===== src/rtl/video_scanout.sv =====
// video_scanout: raster timing generator and framebuffer scanout.
// Three-stage pipeline, all stages advancing on pix_ce:
//   stage 0 - h/v counters, sync/visible decode, framebuffer read issue
//   stage 1 - read data returns; control flags for that pixel registered
//   stage 2 - output register (hsync, vsync, de, rgb, frame_start)
// The framebuffer holds one 32-bit word per 4x4 pixel block, with the
// 12-bit colour in the low bits of each word.

module video_scanout #(
  parameter int H_ACTIVE = 640,
  parameter int H_FP     = 16,
  parameter int H_SYNC   = 96,
  parameter int H_BP     = 48,
  parameter int V_ACTIVE = 480,
  parameter int V_FP     = 10,
  parameter int V_SYNC   = 2,
  parameter int V_BP     = 33,
  parameter int FB_W     = 160
) (
  input  logic        clk,
  input  logic        rst,
  input  logic        pix_ce,
  input  logic        en,
  output logic        rd_en,
  output logic [14:0] rd_addr,
  input  logic [31:0] rd_data,
  output logic        hsync,
  output logic        vsync,
  output logic        de,
  output logic [11:0] rgb,
  output logic        frame_start
);

  localparam int H_TOTAL = H_ACTIVE + H_FP + H_SYNC + H_BP;
  localparam int V_TOTAL = V_ACTIVE + V_FP + V_SYNC + V_BP;
  localparam int HW      = $clog2(H_TOTAL);
  localparam int VW      = $clog2(V_TOTAL);

  localparam logic [HW-1:0] H_MAX    = HW'(H_TOTAL - 1);
  localparam logic [HW-1:0] H_VIS    = HW'(H_ACTIVE);
  localparam logic [HW-1:0] HS_FIRST = HW'(H_ACTIVE + H_FP);
  localparam logic [HW-1:0] HS_LAST  = HW'(H_ACTIVE + H_FP + H_SYNC - 1);
  localparam logic [VW-1:0] V_MAX    = VW'(V_TOTAL - 1);
  localparam logic [VW-1:0] V_VIS    = VW'(V_ACTIVE);
  localparam logic [VW-1:0] VS_FIRST = VW'(V_ACTIVE + V_FP);
  localparam logic [VW-1:0] VS_LAST  = VW'(V_ACTIVE + V_FP + V_SYNC - 1);

  // Per-pixel control flags carried alongside the read through the pipe.
  typedef struct packed {
    logic hs;   // active-low horizontal sync
    logic vs;   // active-low vertical sync
    logic vis;  // pixel inside the visible window
    logic en;   // scanout enable sampled with this pixel
    logic fs;   // first visible pixel of the frame
  } ctrl_t;

  // Idle flags: syncs deasserted, nothing visible, so a restart never
  // emits a partial sync pulse.
  localparam ctrl_t CTRL_IDLE = '{hs: 1'b1, vs: 1'b1, vis: 1'b0, en: 1'b0, fs: 1'b0};

  // ---------------------------------------------------------------- stage 0
  logic [HW-1:0] h_cnt_reg;
  logic [VW-1:0] v_cnt_reg;
  ctrl_t         ctrl_s0;
  logic [14:0]   addr_now;
  logic [14:0]   rd_addr_reg;

  // Raster counters: h wraps at line end and carries into v; v wraps at frame end.
  always_ff @(posedge clk) begin
    if (rst) begin
      h_cnt_reg <= '0;
      v_cnt_reg <= '0;
    end else if (pix_ce) begin
      if (h_cnt_reg == H_MAX) begin
        h_cnt_reg <= '0;
        if (v_cnt_reg == V_MAX) begin
          v_cnt_reg <= '0;
        end else begin
          v_cnt_reg <= v_cnt_reg + 1'b1;
        end
      end else begin
        h_cnt_reg <= h_cnt_reg + 1'b1;
      end
    end
  end

  // Decode the current raster position into control flags.
  always_comb begin
    ctrl_s0     = CTRL_IDLE;
    ctrl_s0.vis = (h_cnt_reg < H_VIS) && (v_cnt_reg < V_VIS);
    ctrl_s0.hs  = !((h_cnt_reg >= HS_FIRST) && (h_cnt_reg <= HS_LAST));
    ctrl_s0.vs  = !((v_cnt_reg >= VS_FIRST) && (v_cnt_reg <= VS_LAST));
    ctrl_s0.en  = en;
    ctrl_s0.fs  = (h_cnt_reg == '0) && (v_cnt_reg == '0);
  end

  // One framebuffer word covers a 4x4 block, so both coordinates drop two bits.
  assign addr_now = 15'((v_cnt_reg >> 2) * FB_W) + 15'(h_cnt_reg >> 2);

  // Read strobe is a pure decode of this tick; reset masks it so a held
  // reset never issues reads even while pix_ce is high.
  assign rd_en   = pix_ce & en & ctrl_s0.vis & ~rst;
  assign rd_addr = rd_en ? addr_now : rd_addr_reg;

  // Remember the last issued address so the read port stays quiet between reads.
  always_ff @(posedge clk) begin
    if (rst) begin
      rd_addr_reg <= '0;
    end else if (rd_en) begin
      rd_addr_reg <= addr_now;
    end
  end

  // ---------------------------------------------------------------- stage 1
  ctrl_t ctrl_s1_reg;

  // Hold the flags of the pixel whose read is in flight.
  always_ff @(posedge clk) begin
    if (rst) begin
      ctrl_s1_reg <= CTRL_IDLE;
    end else if (pix_ce) begin
      ctrl_s1_reg <= ctrl_s0;
    end
  end

  // ---------------------------------------------------------------- stage 2
  logic        hsync_reg;
  logic        vsync_reg;
  logic        de_reg;
  logic [11:0] rgb_reg;
  logic        frame_start_reg;

  // Output register: rd_data is already valid (and held) by the next tick.
  // frame_start self-clears every clk so it is a single-clk pulse even
  // when pix_ce is sparse.
  always_ff @(posedge clk) begin
    if (rst) begin
      hsync_reg       <= 1'b1;
      vsync_reg       <= 1'b1;
      de_reg          <= 1'b0;
      rgb_reg         <= '0;
      frame_start_reg <= 1'b0;
    end else begin
      frame_start_reg <= 1'b0;
      if (pix_ce) begin
        hsync_reg       <= ctrl_s1_reg.hs;
        vsync_reg       <= ctrl_s1_reg.vs;
        de_reg          <= ctrl_s1_reg.vis;
        rgb_reg         <= (ctrl_s1_reg.vis && ctrl_s1_reg.en) ? rd_data[11:0] : 12'h000;
        frame_start_reg <= ctrl_s1_reg.fs;
      end
    end
  end

  assign hsync       = hsync_reg;
  assign vsync       = vsync_reg;
  assign de          = de_reg;
  assign rgb         = rgb_reg;
  assign frame_start = frame_start_reg;

  // Upper word bits carry no pixel data.
  logic unused_rd_data_hi;
  assign unused_rd_data_hi = ^rd_data[31:12];

endmodule


===== config.mk =====
export PLATFORM = sky130hd
export DESIGN_NAME = video_scanout
export DESIGN_NICKNAME = d
export VERILOG_FILES = /design/src/rtl/video_scanout.sv
export SDC_FILE = /design/constraint.sdc
export NUM_CORES = 1
export LEC_CHECK = 0
export ABC_AREA = 1
export ABC_CLOCK_PERIOD_IN_PS = 2600
export CAP_MARGIN = 20
export CORE_MARGIN = 4
export CORE_UTILIZATION = 45
export CTS_CLUSTER_SIZE = 10
export DETAILED_ROUTE_END_ITERATION = 7
export GPL_ROUTABILITY_DRIVEN = 0
export PLACE_DENSITY = 0.8
export RECOVER_POWER = 25
export SYNTH_ARGS = -nofsm -noshare
export SYNTH_HDL_FRONTEND = slang
export SYNTH_SLANG_ARGS = --single-unit

===== constraint.sdc =====
create_clock -name clk -period 2.6 [get_ports clk]
set_input_delay 0.52 -clock clk [delete_from_list [all_inputs] [get_ports clk]]
set_output_delay 0.52 -clock clk [all_outputs]
set_load 0.01 [all_outputs]

# Yosys cells after proc, flatten, opt, wreduce, memory -nomap -nowiden

Index checks and enable logic that the tools add are counted.

$add $sub $neg: 3
Multiply operators: 1
$lt $le $gt $ge: 6
Eq/ne operators: 2
Mux-type cells: 4
Bitwise gates (word level): 5
Reductions and logical operators: 11

Operators by type and width:

| cell                  | number |
|---|---|
| $add 10x1->10 const B | 2 |
| $eq 10x10->1 const B  | 2 |
| $logic_not 10->1      | 2 |
| $mux 10               | 2 |
| $add 15x8->15         | 1 |
| $mux 15               | 1 |
| $mux 12               | 1 |
| $ge 10x10->1 const B  | 1 |
| $ge 10x9->1 const B   | 1 |
| $le 10x10->1 const B  | 1 |
| $le 10x9->1 const B   | 1 |
| $lt 10x10->1 const B  | 1 |
| $lt 10x9->1 const B   | 1 |
| $mul 8x3->10 const B  | 1 |
| $logic_and 1x1->1     | 5 |
| $and 1x1->1           | 3 |
| $logic_not 1->1       | 2 |
| $not 1->1             | 2 |
| $reduce_and 2->1      | 1 |
| $reduce_or 2->1       | 1 |

Register bits after elaboration: 56
Output and inout bits: 32
Word-level logic and storage cells: 45

# Longest topological paths before layout

Gate-level depths: netlist (run 1).

Word-level depth: 5
Mapped depth: 15

# Worst setup path before layout (run 1)

Ideal clock, no wire load.

Path kind: reg-to-output
From: register v_cnt_reg[5]
To: output rd_addr[14]
Arrival: 2.244 ns
Setup slack: -0.164 ns
Cell stages (with the launch flop): 14
Path buffers: 0
Cells stage by stage: dfxtp_1 ha_1 ha_1 inv_1 fa_1 nor2_1 nand3_1 nor2_1 nand2_1 nor2_1 nand3_1 nand3_1 nand2_1 inv_1

Longest elaborated chain between the ends: 5
Elaborated cells between the ends (all ways): 7

RTL lines:

| item                                                                  | RTL line | source |
|---|---|---|
| start, declared                                                       | 63       | `logic [VW-1:0] v_cnt_reg;` |
| start signal, assigned                                                | 79       | `v_cnt_reg <= v_cnt_reg + 1'b1;` |
| parallel branches: the longest is 4 deep, another holds $add 15x8->15 | -        |  |
| $mux 15 (*)                                                           | -        |  |
| end, declared                                                         | 25       | `output logic [14:0] rd_addr,` |

Every way passes the cells marked *.

# Worst setup path in the final report (run 1)

From: register v_cnt_reg[3]
To: output rd_addr[13]

Same word-level chain as after synthesis.

==> out/metrics.yaml, run 1 <==
hold_viol: 0
root_buffer: "clkbuf_8"
finalWorstSetupSlack_ps: -673
r2r_start: "v_cnt_reg[3]"
clkTransAtPathRegs_ps: 110
yosys-top-cells-area: "dfxtp_1 36%, nand2_1 12%, ha_1 7.5%"
worst_pin_slew_ps: 954
async_flop_share: 0
antenna_found_initial: 0
setup_viol: 14
final_cell_mix: "91 x nand2_1, 56 x buf_4, 55 x inv_1, 48 x dfxtp_1, 35 x nor2_1"
grt_pass1_vias: 3253
synth_area_um2: 3150
finalCritPeriodShare: 1.26
status: "finished with violations"
synth.top_cell.area_share: 0.356
htreeDepth: 2
synthCells: 438
cts-buffers-inserted: 5
dr.pass1.iters: 5
synthDistinctLibCells: 39
violations: "setup timing"
dpl.hpwl_mm: 5.43
core-area_um2: 6790
die_x_um: 91.7
final_common_cell: "nand2_1"
whs_path_depth: 2
min_from: "ctrl_s1_reg[0]"
grt_overflow_total: 0
num_antenna_cells: 0
syn_avg_cell_area_um2: 7.19
yosysSeqAreaShare: 0.356
ios: 68
power_per_cell_area_nw_per_um2: 360
grt_pass1_wl_mm: 14.5
cp.required_ps: 2080
reg2regPathDepth: 21
endpoint_kind: "output port"
yosys_register_bits: 56
synth_edf_count: 0
yosysWarningCount: 0
wl_per_cell_um: 14.3
drt_wl_total_mm: 9.37
dpl_cell_area_um2: 4060
synth.largest_area_cell: "dfxtp_1"
relSlewSlack: 0.364
drv_slew: 0
r2r-end: "rd_addr_reg[13]"
path_class: "flip-flop to output port"
n_fill_cell: 517
nets: 615
cp-start-kind: "flip-flop"
start_util: 0.464
syn-num-nets: 495
drt_iter0_markers: 249
fin_skew_ps: 10.1
cts_tree: "done"
finish.instance_area_um2: 4640
viasPerCell: 5.14
largest_reg_flops: 15
cap_viol_max_count: 0
vias: 3366
holdPathEnd: "ctrl_s1_reg[0]"
ctsHoldBuffers: 0
rrSetupSlack_ps: -600
clk-insertion-delay-late_ps: 330
area_growth_pct: 47.3
max_clock_freq_mhz: 306
cts.path.max_buffers: 2
fp-row-count: 30
grt_max_degree: 44
drive_gt1_frac: 0.326
hp-class: "flip-flop to flip-flop"
cp_max_fo: 2
vdd.ir_drop.worst_mv: 0.264
die_area_um2: 8400
arrival_ps: 2750
rsz0062_at_grt: "true"
ant_nets: 0
p_leak_uw: 0.00212
ys.flop_type: "dfxtp_1"
grtUsageTotal: 0.205
remaining_drc_errors: 0
die_y_um: 91.7
cts.sinks: 56
pre_cts_ws_ps: -597
portBuffers: 47
finalCriticalPeriod_ps: 3270
## power breakdown
group / total (µW) / switching, µW / internal [µW]
logic: 240 / 111 / 130
clock network: 542 / 338 / 205
registers: 889 / 10.5 / 878
total: 1670 / 459 / 1210
## Yosys cell counts, types with 2 or more instances
cell,n
or2_1,7
nand3_1,23
fa_1,2
buf_4,2
nand2_1,103
o21ai_2,9
inv_2,3
nor3_4,2
a21oi_1,28
xnor2_1,5
xor2_1,5
buf_6,3
nor3_1,6
nor3b_1,4
nand2_2,4
a31oi_1,2
ha_1,19
nand4_1,6
nor2_2,2
o21ai_0,15
clkbuf_1,7
nor2_4,2
or2_0,4
nor4_1,3
dfxtp_1,56
nor2_1,45
inv_1,59
## what timing repair did
| action | 4_1_cts | 5_1_grt |
|---|---|---|
| pin swaps | 31 | 16 |
| setup buffers | 29 | 11 |
| endpoints found under the setup margin | 16 | 19 |
| gates resized for setup | 111 | 50 |
| gates cloned | 1 | 0 |
## per-layer routing
| layer | up-vias | track usage | part of all wire | wire, µm |
|---|---|---|---|---|
| met3 | 41 | 0.0500 | 0.080 | 748 |
| li1 | 1646 | - | - | - |
| met1 | 1500 | 0.243 | 0.38 | 3540 |
| met2 | 179 | 0.361 | 0.50 | 4660 |
| met5 | - | 0 | 0 | 0 |
| met4 | 0 | 0.0691 | 0.046 | 429 |
## worst max-delay path by stage
stage                      start     endpoint  cells past startpoint
CTS                 v_cnt_reg[5]  rd_addr[14]                     15
finish              v_cnt_reg[3]  rd_addr[13]                     14
global route        v_cnt_reg[3]  rd_addr[13]                     14
floorplan           v_cnt_reg[5]  rd_addr[14]                     14
detailed placement  v_cnt_reg[5]  rd_addr[14]                     14
global placement    v_cnt_reg[5]  rd_addr[14]                     14
## layout make-up
class	count	area, µm²	area share
multi-input cells	307	1930	0.417
clock inverters	3	28.8	0.00620
flip-flops and latches	56	1130	0.244
repair buffers	126	1110	0.240
inverters	62	243	0.0523
clock buffers	5	68.8	0.0148
well taps	96	120	0.0259
## cells by family (layout without fill, tap and decap cells)
logic type / after synthesis / count (layout) / share of synthesized area
DFF: 56 / 56 / 0.356
and+or+nand+nor: 216 / 216 / 0.316
adders and majority gates: 21 / 21 / 0.0882
xor gates and xnor gates: 10 / 10 / 0.0278
AOI/OAI and AO/OA: 60 / 60 / 0.113
buffers and inverters: 75 / 196 / 0.0993
## worst max-delay path, cell delays in order, from the launching register on
cell,delay [ps]
dfxtp_2,360
ha_4,250
ha_4,160
inv_2,60
fa_2,450
nor2_2,110
nand3_2,130
nor2_2,190
nand2_2,120
nor2_1,140
nand2_1,80
nand3_1,100
o21ai_2,80
inv_1,70
buf_2,130
## stage by stage
stage	power (µW)	utilization	std cells	hold slack [ps]	TNS, ps
3_3_place_gp	1090	0.597	614	449	-4090
2_1_floorplan	1000	-	438	440	-6.90
4_1_cts	1670	0.660	651	475	-2960
3_5_place_dp	1100	0.597	614	447	-4650
6_report	1670	0.683	655	474	-3830
5_1_grt	1730	0.683	655	501	-5350
No activity file was read; power rests on OpenSTA's default activity.
==> run 2: changes to the inputs <==
--- a/config.mk
+++ b/config.mk
@@ -7,7 +7,6 @@
 export LEC_CHECK = 0
 export ABC_AREA = 1
 export ABC_CLOCK_PERIOD_IN_PS = 2600
-export CAP_MARGIN = 20
 export CORE_MARGIN = 4
 export CORE_UTILIZATION = 45
 export CTS_CLUSTER_SIZE = 10
==> results of run 2 <==
The final DEF is identical to that of run 1; final timing and power are the same.
==> run 3: changes to the inputs <==
--- a/config.mk
+++ b/config.mk
@@ -14,6 +14,7 @@
 export GPL_ROUTABILITY_DRIVEN = 0
 export PLACE_DENSITY = 0.8
 export RECOVER_POWER = 25
+export SLEW_MARGIN = 20
 export SYNTH_ARGS = -nofsm -noshare
 export SYNTH_HDL_FRONTEND = slang
 export SYNTH_SLANG_ARGS = --single-unit
==> results of run 3 <==
The final DEF is identical to that of run 1; final timing and power are the same.
